File: src/rtl/ctrl_pkg.sv
// Shared encodings for the MIPS control pipeline: opcode fields, ALU/branch/memory codes,
// exception codes, the per-stage control bundle and the trap sequencer states.
package ctrl_pkg;

  localparam int CTRL_ALUOP_W = 5;
  localparam int CTRL_EXC_W   = 5;

  localparam logic [5:0] OP_SPECIAL = 6'h00;
  localparam logic [5:0] OP_REGIMM  = 6'h01;
  localparam logic [5:0] OP_J       = 6'h02;
  localparam logic [5:0] OP_JAL     = 6'h03;
  localparam logic [5:0] OP_BEQ     = 6'h04;
  localparam logic [5:0] OP_BNE     = 6'h05;
  localparam logic [5:0] OP_BLEZ    = 6'h06;
  localparam logic [5:0] OP_BGTZ    = 6'h07;
  localparam logic [5:0] OP_ADDI    = 6'h08;
  localparam logic [5:0] OP_ADDIU   = 6'h09;
  localparam logic [5:0] OP_SLTI    = 6'h0A;
  localparam logic [5:0] OP_SLTIU   = 6'h0B;
  localparam logic [5:0] OP_ANDI    = 6'h0C;
  localparam logic [5:0] OP_ORI     = 6'h0D;
  localparam logic [5:0] OP_XORI    = 6'h0E;
  localparam logic [5:0] OP_LUI     = 6'h0F;
  localparam logic [5:0] OP_COP0    = 6'h10;
  localparam logic [5:0] OP_LB      = 6'h20;
  localparam logic [5:0] OP_LH      = 6'h21;
  localparam logic [5:0] OP_LW      = 6'h23;
  localparam logic [5:0] OP_LBU     = 6'h24;
  localparam logic [5:0] OP_LHU     = 6'h25;
  localparam logic [5:0] OP_SB      = 6'h28;
  localparam logic [5:0] OP_SH      = 6'h29;
  localparam logic [5:0] OP_SW      = 6'h2B;

  localparam logic [5:0] F_SLL     = 6'h00;
  localparam logic [5:0] F_SRL     = 6'h02;
  localparam logic [5:0] F_SRA     = 6'h03;
  localparam logic [5:0] F_SLLV    = 6'h04;
  localparam logic [5:0] F_SRLV    = 6'h06;
  localparam logic [5:0] F_SRAV    = 6'h07;
  localparam logic [5:0] F_JR      = 6'h08;
  localparam logic [5:0] F_JALR    = 6'h09;
  localparam logic [5:0] F_SYSCALL = 6'h0C;
  localparam logic [5:0] F_BREAK   = 6'h0D;
  localparam logic [5:0] F_ERET    = 6'h18;
  localparam logic [5:0] F_ADD     = 6'h20;
  localparam logic [5:0] F_ADDU    = 6'h21;
  localparam logic [5:0] F_SUB     = 6'h22;
  localparam logic [5:0] F_SUBU    = 6'h23;
  localparam logic [5:0] F_AND     = 6'h24;
  localparam logic [5:0] F_OR      = 6'h25;
  localparam logic [5:0] F_XOR     = 6'h26;
  localparam logic [5:0] F_NOR     = 6'h27;
  localparam logic [5:0] F_SLT     = 6'h2A;
  localparam logic [5:0] F_SLTU    = 6'h2B;

  localparam logic [4:0] RT_BLTZ   = 5'h00;
  localparam logic [4:0] RT_BGEZ   = 5'h01;
  localparam logic [4:0] RT_BLTZAL = 5'h10;
  localparam logic [4:0] RT_BGEZAL = 5'h11;

  localparam logic [4:0] RS_MF = 5'h00;
  localparam logic [4:0] RS_MT = 5'h04;
  localparam logic [4:0] RS_CO = 5'h10;

  // MFC0/MTC0 ride through the ALU field so the datapath can steer CP0 traffic
  localparam logic [CTRL_ALUOP_W-1:0] ALU_ADD  = 5'd0;
  localparam logic [CTRL_ALUOP_W-1:0] ALU_ADDU = 5'd1;
  localparam logic [CTRL_ALUOP_W-1:0] ALU_SUB  = 5'd2;
  localparam logic [CTRL_ALUOP_W-1:0] ALU_SUBU = 5'd3;
  localparam logic [CTRL_ALUOP_W-1:0] ALU_AND  = 5'd4;
  localparam logic [CTRL_ALUOP_W-1:0] ALU_OR   = 5'd5;
  localparam logic [CTRL_ALUOP_W-1:0] ALU_XOR  = 5'd6;
  localparam logic [CTRL_ALUOP_W-1:0] ALU_NOR  = 5'd7;
  localparam logic [CTRL_ALUOP_W-1:0] ALU_SLT  = 5'd8;
  localparam logic [CTRL_ALUOP_W-1:0] ALU_SLTU = 5'd9;
  localparam logic [CTRL_ALUOP_W-1:0] ALU_SLL  = 5'd10;
  localparam logic [CTRL_ALUOP_W-1:0] ALU_SRL  = 5'd11;
  localparam logic [CTRL_ALUOP_W-1:0] ALU_SRA  = 5'd12;
  localparam logic [CTRL_ALUOP_W-1:0] ALU_SLLV = 5'd13;
  localparam logic [CTRL_ALUOP_W-1:0] ALU_SRLV = 5'd14;
  localparam logic [CTRL_ALUOP_W-1:0] ALU_SRAV = 5'd15;
  localparam logic [CTRL_ALUOP_W-1:0] ALU_LUI  = 5'd16;
  localparam logic [CTRL_ALUOP_W-1:0] ALU_MFC0 = 5'd17;
  localparam logic [CTRL_ALUOP_W-1:0] ALU_MTC0 = 5'd18;

  localparam logic [3:0] BR_NONE   = 4'd0;
  localparam logic [3:0] BR_BEQ    = 4'd1;
  localparam logic [3:0] BR_BNE    = 4'd2;
  localparam logic [3:0] BR_BGTZ   = 4'd3;
  localparam logic [3:0] BR_BLEZ   = 4'd4;
  localparam logic [3:0] BR_BGEZ   = 4'd5;
  localparam logic [3:0] BR_BLTZ   = 4'd6;
  localparam logic [3:0] BR_BGEZAL = 4'd7;
  localparam logic [3:0] BR_BLTZAL = 4'd8;

  localparam logic [2:0] MR_LB  = 3'd1;
  localparam logic [2:0] MR_LBU = 3'd2;
  localparam logic [2:0] MR_LH  = 3'd3;
  localparam logic [2:0] MR_LHU = 3'd4;
  localparam logic [2:0] MR_LW  = 3'd5;

  localparam logic [1:0] MW_SB = 2'd1;
  localparam logic [1:0] MW_SH = 2'd2;
  localparam logic [1:0] MW_SW = 2'd3;

  // RegDst: destination register is rt, rd or $31; DataDst selects the PC+8 link value
  localparam logic [1:0] RD_RT = 2'b00;
  localparam logic [1:0] RD_RD = 2'b01;
  localparam logic [1:0] RD_RA = 2'b10;

  localparam logic [CTRL_EXC_W-1:0] EXC_NOT     = 5'd0;
  localparam logic [CTRL_EXC_W-1:0] EXC_SYSCALL = 5'd8;
  localparam logic [CTRL_EXC_W-1:0] EXC_BREAK   = 5'd9;
  localparam logic [CTRL_EXC_W-1:0] EXC_RI      = 5'd10;

  typedef struct packed {
    logic [1:0]              reg_dst;
    logic                    jump;
    logic [3:0]              branch;
    logic [2:0]              mem_read;
    logic                    mem_to_reg;
    logic [CTRL_ALUOP_W-1:0] alu_op;
    logic [1:0]              mem_write;
    logic                    alu_src;
    logic                    reg_write;
    logic                    ext_op;
    logic                    data_dst;
    logic                    jr;
    logic [CTRL_EXC_W-1:0]   exccode;
    logic                    eret;
  } ctrl_t;

  localparam int CTRL_W = $bits(ctrl_t);

  typedef enum logic [1:0] {ST_RUN, ST_TRAP, ST_RET} state_t;

endpackage

File: src/rtl/ctrl_decode.sv
// Combinational MIPS instruction decoder; anything unrecognised yields an RI exception
// bundle with every write and memory field cleared.
module ctrl_decode
  import ctrl_pkg::*;
(
  input  logic [31:0] instr,
  output ctrl_t       ctrl
);

  logic [5:0] op;
  logic [5:0] funct;
  logic [4:0] rs;
  logic [4:0] rt;
  logic       r_alu;
  logic       unused_bits;

  assign op          = instr[31:26];
  assign rs          = instr[25:21];
  assign rt          = instr[20:16];
  assign funct       = instr[5:0];
  assign unused_bits = ^instr[15:6];

  always_comb begin
    ctrl  = '0;
    r_alu = 1'b0;
    case (op)
      OP_SPECIAL: begin
        case (funct)
          F_ADD:  begin r_alu = 1'b1; ctrl.alu_op = ALU_ADD;  end
          F_ADDU: begin r_alu = 1'b1; ctrl.alu_op = ALU_ADDU; end
          F_SUB:  begin r_alu = 1'b1; ctrl.alu_op = ALU_SUB;  end
          F_SUBU: begin r_alu = 1'b1; ctrl.alu_op = ALU_SUBU; end
          F_AND:  begin r_alu = 1'b1; ctrl.alu_op = ALU_AND;  end
          F_OR:   begin r_alu = 1'b1; ctrl.alu_op = ALU_OR;   end
          F_XOR:  begin r_alu = 1'b1; ctrl.alu_op = ALU_XOR;  end
          F_NOR:  begin r_alu = 1'b1; ctrl.alu_op = ALU_NOR;  end
          F_SLT:  begin r_alu = 1'b1; ctrl.alu_op = ALU_SLT;  end
          F_SLTU: begin r_alu = 1'b1; ctrl.alu_op = ALU_SLTU; end
          F_SLL:  begin r_alu = 1'b1; ctrl.alu_op = ALU_SLL;  end
          F_SRL:  begin r_alu = 1'b1; ctrl.alu_op = ALU_SRL;  end
          F_SRA:  begin r_alu = 1'b1; ctrl.alu_op = ALU_SRA;  end
          F_SLLV: begin r_alu = 1'b1; ctrl.alu_op = ALU_SLLV; end
          F_SRLV: begin r_alu = 1'b1; ctrl.alu_op = ALU_SRLV; end
          F_SRAV: begin r_alu = 1'b1; ctrl.alu_op = ALU_SRAV; end
          F_JR:   ctrl.jr = 1'b1;
          F_JALR: begin
            ctrl.jr        = 1'b1;
            ctrl.reg_dst   = RD_RD;
            ctrl.reg_write = 1'b1;
            ctrl.data_dst  = 1'b1;
          end
          F_SYSCALL: ctrl.exccode = EXC_SYSCALL;
          F_BREAK:   ctrl.exccode = EXC_BREAK;
          default:   ctrl.exccode = EXC_RI;
        endcase
        if (r_alu) begin
          ctrl.reg_dst   = RD_RD;
          ctrl.reg_write = 1'b1;
        end
      end
      OP_ADDI, OP_ADDIU, OP_SLTI, OP_SLTIU, OP_ANDI, OP_ORI, OP_XORI, OP_LUI: begin
        ctrl.alu_src   = 1'b1;
        ctrl.reg_write = 1'b1;
        ctrl.ext_op    = (op == OP_ADDI) || (op == OP_ADDIU) || (op == OP_SLTI) || (op == OP_SLTIU);
        case (op)
          OP_ADDI:  ctrl.alu_op = ALU_ADD;
          OP_ADDIU: ctrl.alu_op = ALU_ADDU;
          OP_SLTI:  ctrl.alu_op = ALU_SLT;
          OP_SLTIU: ctrl.alu_op = ALU_SLTU;
          OP_ANDI:  ctrl.alu_op = ALU_AND;
          OP_ORI:   ctrl.alu_op = ALU_OR;
          OP_XORI:  ctrl.alu_op = ALU_XOR;
          default:  ctrl.alu_op = ALU_LUI;
        endcase
      end
      OP_LB, OP_LH, OP_LW, OP_LBU, OP_LHU: begin
        ctrl.alu_src    = 1'b1;
        ctrl.ext_op     = 1'b1;
        ctrl.alu_op     = ALU_ADDU;
        ctrl.reg_write  = 1'b1;
        ctrl.mem_to_reg = 1'b1;
        case (op)
          OP_LB:   ctrl.mem_read = MR_LB;
          OP_LBU:  ctrl.mem_read = MR_LBU;
          OP_LH:   ctrl.mem_read = MR_LH;
          OP_LHU:  ctrl.mem_read = MR_LHU;
          default: ctrl.mem_read = MR_LW;
        endcase
      end
      OP_SB, OP_SH, OP_SW: begin
        ctrl.alu_src   = 1'b1;
        ctrl.ext_op    = 1'b1;
        ctrl.alu_op    = ALU_ADDU;
        ctrl.mem_write = (op == OP_SB) ? MW_SB : (op == OP_SH) ? MW_SH : MW_SW;
      end
      OP_BEQ, OP_BNE, OP_BGTZ, OP_BLEZ: begin
        ctrl.ext_op = 1'b1;
        ctrl.alu_op = ALU_SUBU;
        case (op)
          OP_BEQ:  ctrl.branch = BR_BEQ;
          OP_BNE:  ctrl.branch = BR_BNE;
          OP_BGTZ: ctrl.branch = BR_BGTZ;
          default: ctrl.branch = BR_BLEZ;
        endcase
      end
      OP_REGIMM: begin
        ctrl.ext_op = 1'b1;
        ctrl.alu_op = ALU_SUBU;
        case (rt)
          RT_BGEZ: ctrl.branch = BR_BGEZ;
          RT_BLTZ: ctrl.branch = BR_BLTZ;
          RT_BGEZAL, RT_BLTZAL: begin
            ctrl.branch    = (rt == RT_BGEZAL) ? BR_BGEZAL : BR_BLTZAL;
            ctrl.reg_dst   = RD_RA;
            ctrl.reg_write = 1'b1;
            ctrl.data_dst  = 1'b1;
          end
          default: begin
            ctrl         = '0;
            ctrl.exccode = EXC_RI;
          end
        endcase
      end
      OP_J:   ctrl.jump = 1'b1;
      OP_JAL: begin
        ctrl.jump      = 1'b1;
        ctrl.reg_dst   = RD_RA;
        ctrl.reg_write = 1'b1;
        ctrl.data_dst  = 1'b1;
      end
      OP_COP0: begin
        if (rs == RS_MF) begin
          ctrl.alu_op    = ALU_MFC0;
          ctrl.reg_write = 1'b1;
        end else if (rs == RS_MT) begin
          ctrl.alu_op = ALU_MTC0;
        end else if (rs == RS_CO && funct == F_ERET) begin
          ctrl.eret = 1'b1;
        end else begin
          ctrl.exccode = EXC_RI;
        end
      end
      default: ctrl.exccode = EXC_RI;
    endcase
  end

endmodule

File: src/rtl/ctrl_pipe.sv
// Control bundle pipeline ID->EX->MEM->WB (one stage per cycle; stall holds every stage)
// plus precise SYSCALL/BREAK/RI/ERET sequencing with a one-cycle PC redirect.
module ctrl_pipe
  import ctrl_pkg::*;
#(
  parameter int               XLEN       = 32,
  parameter int               ALUOP_W    = 5,
  parameter int               EXCCODE_W  = 5,
  parameter int               N_STAGE    = 3,
  parameter logic [XLEN-1:0]  EXC_VECTOR = 32'h8000_0180
) (
  input  logic                        clk,
  input  logic                        rst_n,
  input  logic [31:0]                 id_instr,
  input  logic [XLEN-1:0]             id_pc,
  input  logic                        id_valid,
  input  logic                        stall,
  input  logic                        flush_id,
  output logic [N_STAGE*CTRL_W-1:0]   stg_ctrl,
  output logic [N_STAGE-1:0]          stg_valid,
  output logic                        redirect,
  output logic [XLEN-1:0]             redirect_pc,
  output logic [XLEN-1:0]             epc,
  output logic [EXCCODE_W-1:0]        cause_code,
  output logic                        exl
);

  if (ALUOP_W != CTRL_ALUOP_W) begin : g_bad_aluop_w
    $error("ctrl_pipe: ALUOP_W must equal ctrl_pkg::CTRL_ALUOP_W");
  end
  if (EXCCODE_W != CTRL_EXC_W) begin : g_bad_exc_w
    $error("ctrl_pipe: EXCCODE_W must equal ctrl_pkg::CTRL_EXC_W");
  end
  if (N_STAGE < 2 || N_STAGE > 4) begin : g_bad_n_stage
    $error("ctrl_pipe: N_STAGE must be 2..4");
  end

  ctrl_t [N_STAGE-1:0]   stg_q, stg_d;
  logic  [N_STAGE-1:0]   vld_q, vld_d;
  logic  [XLEN-1:0]      ex_pc_q, ex_pc_d;
  logic  [XLEN-1:0]      epc_q, epc_d;
  logic  [CTRL_EXC_W-1:0] cause_q, cause_d;
  logic                  exl_q, exl_d;
  state_t                state_q, state_d;

  ctrl_t id_ctrl;
  ctrl_t ex;
  logic  trap_det;
  logic  eret_det;

  ctrl_decode u_decode (
    .instr (id_instr),
    .ctrl  (id_ctrl)
  );

  // Detection is frozen while stalled so a held EX bundle cannot trap twice
  always_comb begin
    ex       = stg_q[0];
    trap_det = (state_q == ST_RUN) && !stall && vld_q[0] && (ex.exccode != EXC_NOT);
    eret_det = (state_q == ST_RUN) && !stall && vld_q[0] && (ex.exccode == EXC_NOT) && ex.eret;
  end

  always_comb begin
    stg_d   = stg_q;
    vld_d   = vld_q;
    ex_pc_d = ex_pc_q;
    if (trap_det || eret_det) begin
      for (int i = N_STAGE - 1; i >= 2; i--) begin
        stg_d[i] = stg_q[i-1];
        vld_d[i] = vld_q[i-1];
      end
      stg_d[1] = '0;
      vld_d[1] = 1'b0;
      stg_d[0] = '0;
      vld_d[0] = 1'b0;
    end else if (!stall) begin
      for (int i = N_STAGE - 1; i >= 1; i--) begin
        stg_d[i] = stg_q[i-1];
        vld_d[i] = vld_q[i-1];
      end
      // The ID slot seen during a redirect cycle is wrong-path, so it never enters EX
      if (flush_id || !id_valid || state_q != ST_RUN) begin
        stg_d[0] = '0;
        vld_d[0] = 1'b0;
      end else begin
        stg_d[0] = id_ctrl;
        vld_d[0] = 1'b1;
        ex_pc_d  = id_pc;
      end
    end
  end

  always_comb begin
    state_d     = ST_RUN;
    epc_d       = epc_q;
    cause_d     = cause_q;
    exl_d       = exl_q;
    redirect    = 1'b0;
    redirect_pc = '0;
    case (state_q)
      ST_RUN: begin
        if (trap_det) begin
          state_d = ST_TRAP;
          cause_d = ex.exccode;
          if (!exl_q) begin
            epc_d = ex_pc_q;
            exl_d = 1'b1;
          end
        end else if (eret_det) begin
          state_d = ST_RET;
          exl_d   = 1'b0;
        end
      end
      ST_TRAP: begin
        redirect    = 1'b1;
        redirect_pc = EXC_VECTOR;
      end
      ST_RET: begin
        redirect    = 1'b1;
        redirect_pc = epc_q;
      end
      default: state_d = ST_RUN;
    endcase
  end

  always_ff @(posedge clk or negedge rst_n) begin
    if (!rst_n) begin
      stg_q   <= '0;
      vld_q   <= '0;
      ex_pc_q <= '0;
      epc_q   <= '0;
      cause_q <= '0;
      exl_q   <= 1'b0;
      state_q <= ST_RUN;
    end else begin
      stg_q   <= stg_d;
      vld_q   <= vld_d;
      ex_pc_q <= ex_pc_d;
      epc_q   <= epc_d;
      cause_q <= cause_d;
      exl_q   <= exl_d;
      state_q <= state_d;
    end
  end

  assign stg_ctrl   = stg_q;
  assign stg_valid  = vld_q;
  assign epc        = epc_q;
  assign cause_code = EXCCODE_W'(cause_q);
  assign exl        = exl_q;

endmodule

File: config.mk
export PLATFORM = sky130hd
export DESIGN_NAME = ctrl_pipe
export DESIGN_NICKNAME = d
export VERILOG_FILES = /design/src/rtl/ctrl_pkg.sv /design/src/rtl/ctrl_decode.sv /design/src/rtl/ctrl_pipe.sv
export SDC_FILE = /design/constraint.sdc
export NUM_CORES = 1
export LEC_CHECK = 0
export BUFFER_PORTS_ARGS = -buffer_cell sky130_fd_sc_hd__buf_2
export CORE_UTILIZATION = 47
export DETAILED_ROUTE_END_ITERATION = 6
export PLACE_DENSITY = 0.75
export SLEW_MARGIN = 20
export SYNTH_ARGS = -nofsm -noshare
export SYNTH_HDL_FRONTEND = slang
export SYNTH_HIERARCHICAL = 1
export SYNTH_SLANG_ARGS = --single-unit
File: constraint.sdc
create_clock -name clk -period 2 [get_ports clk]
set_input_delay 0.4 -clock clk [delete_from_list [all_inputs] [get_ports clk]]
set_output_delay 0.4 -clock clk [all_outputs]
set_load 0.05 [all_outputs]
==> results.toml, run 1 <==
[setup_path]
crit_fanout = 17
crit_path_end_kind = "output port"
criticalPathCategory = "register to output port"
cp.arrival_ns = 1.75
cp-start-kind = "register"
crit_required_ns = 1.60

[power_and_ir_drop]
p_leak_nw = 5.161
ir_drop_mv = 0.6194
finalPower_mw = 9.765
pwr_density_cell_nw_per_um2 = 995.7

[sta]
setup_slack_ns = -0.1536
final_hold_viol_count = 0
skew_ns = 0.008542
setup_viol = 64
rsz0062_at_grt = "true"
tns_ns = -5.090
slew_violations = 0
period_minus_slack_ns = 2.154
slew_headroom_pct = 53.50
hold_slack_ns = 0.1973
worst_pin_slew_ns = 0.6975
min_period_over_period_pct = 107.7
max_clock_freq_mhz = 464.3

[cells_and_area]
final_nets = 889
fill_cells = 1140
area_growth_pct = 32.96
drive_gt1_share_pct = 49.88
final_util_pct = 64.27
antenna_cells = 0

[cts]
root_buffer = "clkbuf_16"
cts_buffer_depth = 2
clock_sinks = 162
clk_latency_ns = 0.42
cts_max_level = 4
path_clk_slew_ns = 0.06
numCtsBuffers = 17
cts_tree = "built"

[yosys]
dominantRegCellSynth = "dfrtp_1"
synth.area.mux_share_pct = 18.42
synth_edf_count = 0
synthXorXnorAreaFrac_pct = 0.5937
yosys.area.top_type_share_pct = 54.96
ys_top_cells_by_area = "dfrtp_1, mux2_2, mux2_1"
synthCells = 607
synth.cell_area_um2 = 7376
synth_compound_area_share_pct = 8.312
ys_seq_area_share_pct = 54.96
synthDistinctLibCells = 55
synthSimpleGateAreaFrac_pct = 10.74
synth_top_family_by_area = "multiplexers"
yosys.area.top_type = "dfrtp_1"
syn_area_per_cell_um2 = 12.15
synth_adder_area_share_pct = 0.5089
async_flop_share_pct = 100.0
yosysWarningCount = 6
ys_seq_elements = 162

[route]
wirelength_um = 19590
detail-route-antenna-nets = 0
routedWlPerCell_um = 18.81
first_iter_violations = 277
drt-pass1-iter-count = 5
num_vias = 5610
via_per_inst = 5.389
drcViolationCount = 0

[job]
maxCapViolCount = 0

[grt]
grt_pass1_vias = 5453
grt_usage_pct = 23.70
antenna_found_initial = 0
grt_max_degree = 60
grt_pass1_wl_um = 29520
grt-ovfl-total = 0

[min_path]
holdCritPathClass = "input pin to register"

[place]
numPortBuffers = 219
dp_hpwl_um = 12850
gp_congestion = 0.8965
preCtsSetupSlack_ns = -0.2465

[die]
initial_utilization_pct = 48.34
coreArea_um2 = 15260
io_pins = 230
num_rows = 45
dieArea_um2 = 16200
die_h_um = 127.3
die_w_um = 127.3

[outcome]
violations = "negative setup slack"
outcome = "complete, but fails checks"
[worst max-delay path, cell delays in order, from the launching register on]
cell and delay, ns:
dfrtp_1 0.39, inv_2 0.07, ha_4 0.33, buf_12 0.16, and3_1 0.20, buf_6 0.18
[path summary, 6_finish.rpt]
| path | startpoint | to | slack [ns] | depth (start not counted) |
|---|---|---|---|---|
| max | state_q[1] | redirect_pc[21] | -0.15 | 5 |
| min | id_pc[1] | ex_pc_q[1] | 0.20 | 2 |
| max reg2reg | stg_ctrl[1] | ex_pc_q[11] | -0.08 | 5 |
| min reg2reg | cause_code[1] | cause_code[1] | 0.47 | 2 |
| max in group asynchronous | rst_n | stg_ctrl[75] | 0.93 | 3 |
| min in group asynchronous | rst_n | epc[5] | 0.44 | 2 |
[cells in the mapped netlist, types with 3 or more instances]
master	number
inv_1	9
and3_1	30
ha_1	3
mux2_1	31
nor2_1	42
clkbuf_1	28
nor3_1	9
nand2b_1	4
nor3b_1	3
buf_2	6
nand2_1	22
a21oi_1	15
o31ai_1	3
dfrtp_1	162
or3_1	4
mux2_2	63
buf_6	5
nor2b_1	9
nor4_1	5
xor2_1	3
a21o_1	4
a22o_1	31
buf_4	32
nand3_1	6
o21ai_0	11
mux2i_1	30
[layer usage]
metal  share of wire (%)  GRT usage (%)
met3                 6.2          5.193
met1                  42          30.82
met2                  50          39.41
met5                   0              0
met4                 2.4          7.913
[through the flow]
step                      area [µm²]  cells
final                           9807   1041
after global routing            9807   1041
after CTS                       9614   1040
after detailed placement        8730   1004
after global placement          8730   1004
after floorplan                 7428    608
[registers in the layout (all words and copies together) (netlist names)]
| signal | flops |
|---|---|
| epc | 32 |
| state_q | 2 |
| cause_code | 5 |
| stg_ctrl | 87 |
| ex_pc_q | 32 |
| stg_valid | 3 |
| exl | 1 |
[power breakdown]
part	switching, mW	leakage [nW]	internal (mW)	total (mW)
clock	1.30	0.265	1.69	2.99
combinational	1.84	2.76	0.804	2.65
sequential	0.364	2.14	3.77	4.13
[cells in the final DEF, fill, tap and decap left out, types with 11 or more instances in the layout]
| cell type | Yosys | routed |
|---|---|---|
| mux2i_1 | 30 | 30 |
| clkbuf_16 | 0 | 19 |
| o21ai_0 | 11 | 11 |
| and3_1 | 30 | 14 |
| nor2_1 | 42 | 41 |
| mux2_1 | 31 | 13 |
| mux2_2 | 63 | 63 |
| nand2_1 | 22 | 22 |
| buf_2 | 6 | 184 |
| mux2_4 | 0 | 18 |
| buf_8 | 0 | 13 |
| buf_6 | 5 | 21 |
| a21oi_1 | 15 | 12 |
| a22o_1 | 31 | 31 |
| and3_4 | 0 | 13 |
| buf_4 | 32 | 33 |
| dfrtp_1 | 162 | 158 |
[cells by family (layout without fill, tap and decap cells)]
kind of cell | Yosys count | in the layout
other cells | 1 | 2
compound gates | 82 | 82
mux | 124 | 124
flops | 162 | 162
xor+xnor | 5 | 5
simple gates | 148 | 148
buf+inv | 82 | 304
fa+ha+maj | 3 | 3
[what timing repair did]
item,CTS,global route
endpoints found under the setup margin,76,92
hold buffers,1,0
gates cloned,1,2
gates resized for setup,87,37
pin swaps,0,1
hold endpoints to repair,32,0
setup buffers,2,0
[layout make-up]
| cell class | count | area, µm² | area share, % |
|---|---|---|---|
| Inverter | 9 | 33.78 | 0.3445 |
| Clock buffer | 21 | 470.5 | 4.797 |
| Timing Repair Buffer | 263 | 1848 | 18.84 |
| Multi-Input combinational cell | 364 | 3050 | 31.10 |
| Clock inverter | 11 | 81.33 | 0.8293 |
| Sequential cell | 162 | 4059 | 41.39 |
| Tap cell | 211 | 264.0 | 2.692 |
Power figures use the tool's default switching activity.
==> run 2: changes to the inputs <==
- CORE_UTILIZATION: 47 -> 52
- PLACE_DENSITY: 0.75 -> 0.79
- SLEW_MARGIN: 20 -> 5
- clock period: 2 -> 2.2 ns (I/O delays scaled with it)
==> results.toml, run 2 (same netlist as run 1, synthesis figures left out) <==
[outcome]
outcome = "complete, but fails checks"
violations = "design-rule violations"

[cells_and_area]
seq_area_um2 = 4058
instances_no_fill = 999
final_nets = 879
layout_common_cells = "buf_2, dfrtp_1, mux2_2"
fill_cells = 1029
area_growth_pct = 27.97
antenna_cells = 0
multiInputGateArea_um2 = 2907
drive_gt1_share_pct = 44.81
layout_commonest_cell = "buf_2"
largest_reg_flops = 87

[min_path]
min_from = "id_pc[14]"
holdCritPathClass = "input pin to register"

[route]
drcViolationCount = 2
drt-pass1-iter-count = 6
num_vias = 5511
detail-route-antenna-nets = 0
first_iter_violations = 306
wirelength_um = 18400
routedWlPerCell_um = 18.42
via_per_inst = 5.517

[sta]
min_period_over_period_pct = 98.20
skew_ns = 0.01526
worst_pin_slew_ns = 0.4990
slew_headroom_pct = 66.43
final_hold_viol_count = 0
max_clock_freq_mhz = 462.9
period_minus_slack_ns = 2.160
tns_ns = 0
setup_viol = 0
setup_slack_ns = 0.03968
hold_slack_ns = 0.2368
slew_violations = 0

[place]
gp_congestion = 0.8392
dp_hpwl_um = 12590
numPortBuffers = 219
place_inst = 964
preCtsSetupSlack_ns = -0.2130

[die]
coreArea_um2 = 13880
die_w_um = 121.1
die_h_um = 121.1
num_rows = 43
io_pins = 230
dieArea_um2 = 14660
initial_utilization_pct = 53.14

[setup_path]
cp-endpoint = "redirect_pc[0]"
crit_fanout = 16
crit_path_end_kind = "output port"
cp-start-kind = "register"
r2r_cells = 5
criticalPathCategory = "register to output port"
timing.rr.start = "stg_ctrl[1]"
crit_start = "state_q[1]"
rrSetupSlack_ns = 0.07
crit_required_ns = 1.76
r2r-end = "ex_pc_q[24]"
cp.arrival_ns = 1.72

[cts]
cts_buffer_depth = 2
path_clk_slew_ns = 0.06
cts_max_level = 4
clock_sinks = 162
cts_tree = "built"
root_buffer = "clkbuf_16"
numCtsBuffers = 17
clk_latency_ns = 0.42

[grt]
grt_pass1_vias = 5383
grt_max_degree = 92
antenna_found_initial = 0
grt_pass1_wl_um = 27690
grt-ovfl-total = 0
grt_usage_pct = 24.84

[power_and_ir_drop]
pwr_density_cell_nw_per_um2 = 949.2
finalPower_mw = 8.959
ir_drop_mv = 0.4462
p_leak_nw = 5.075

[job]
maxCapViolCount = 0
run 2: routing by layer:
metal  global-route usage [%]  routed length (µm)  share of wire (%)
met5                        0                   0                  0
met4                    10.42                 381                2.1
met3                    4.981                 992                5.4
met2                    41.61                9477                 51
met1                    31.39                7550                 41
run 2: final cells by class:
cell class,count,share of cell area [%]
flip-flops and latches,162,42.99
clock inverters,8,1.060
well taps,180,2.386
repair buffers,253,17.25
multi-input cells,364,30.79
clock buffers,23,5.170
inverters,9,0.3579
run 2: stage by stage:
step	cell area (µm²)	utilization [%]
after floorplan	7391	-
after global placement	8572	61.75
after detailed placement	8572	61.75
after CTS	9278	66.84
after global routing	9439	68.00
final	9439	68.00
run 2: where the power goes:
group | internal (mW) | switching (mW) | leakage (nW) | total [mW]
Clock | 1.79 | 1.13 | 0.290 | 2.91
Sequential | 3.42 | 0.309 | 2.14 | 3.73
Combinational | 0.658 | 1.65 | 2.65 | 2.31
run 2: how the worst min path moves through the flow:
stage                     slack, ns  depth (start not counted)             to
after floorplan                0.14                          0  cause_code[0]
after global placement         0.30                          1        epc[27]
after detailed placement       0.29                          1        epc[27]
after CTS                      0.23                          2     ex_pc_q[5]
after global routing           0.23                          2     ex_pc_q[9]
final                          0.24                          2    ex_pc_q[14]
run 2: repair_timing:
action / 4_1_cts / 5_1_grt
hold buffers: 1 / 0
endpoints found under the setup margin: 32 / 40
resized for setup: 39 / 21
setup buffers: 0 / 0
gates cloned: 0 / 3
hold endpoints to repair: 17 / 0
run 2: worst max-delay path, cell delays in order, from the launching register on:
cell       delay [ns]
dfrtp_1          0.40
inv_2            0.08
ha_4             0.30
clkbuf_16        0.17
and3_1           0.15
buf_4            0.19
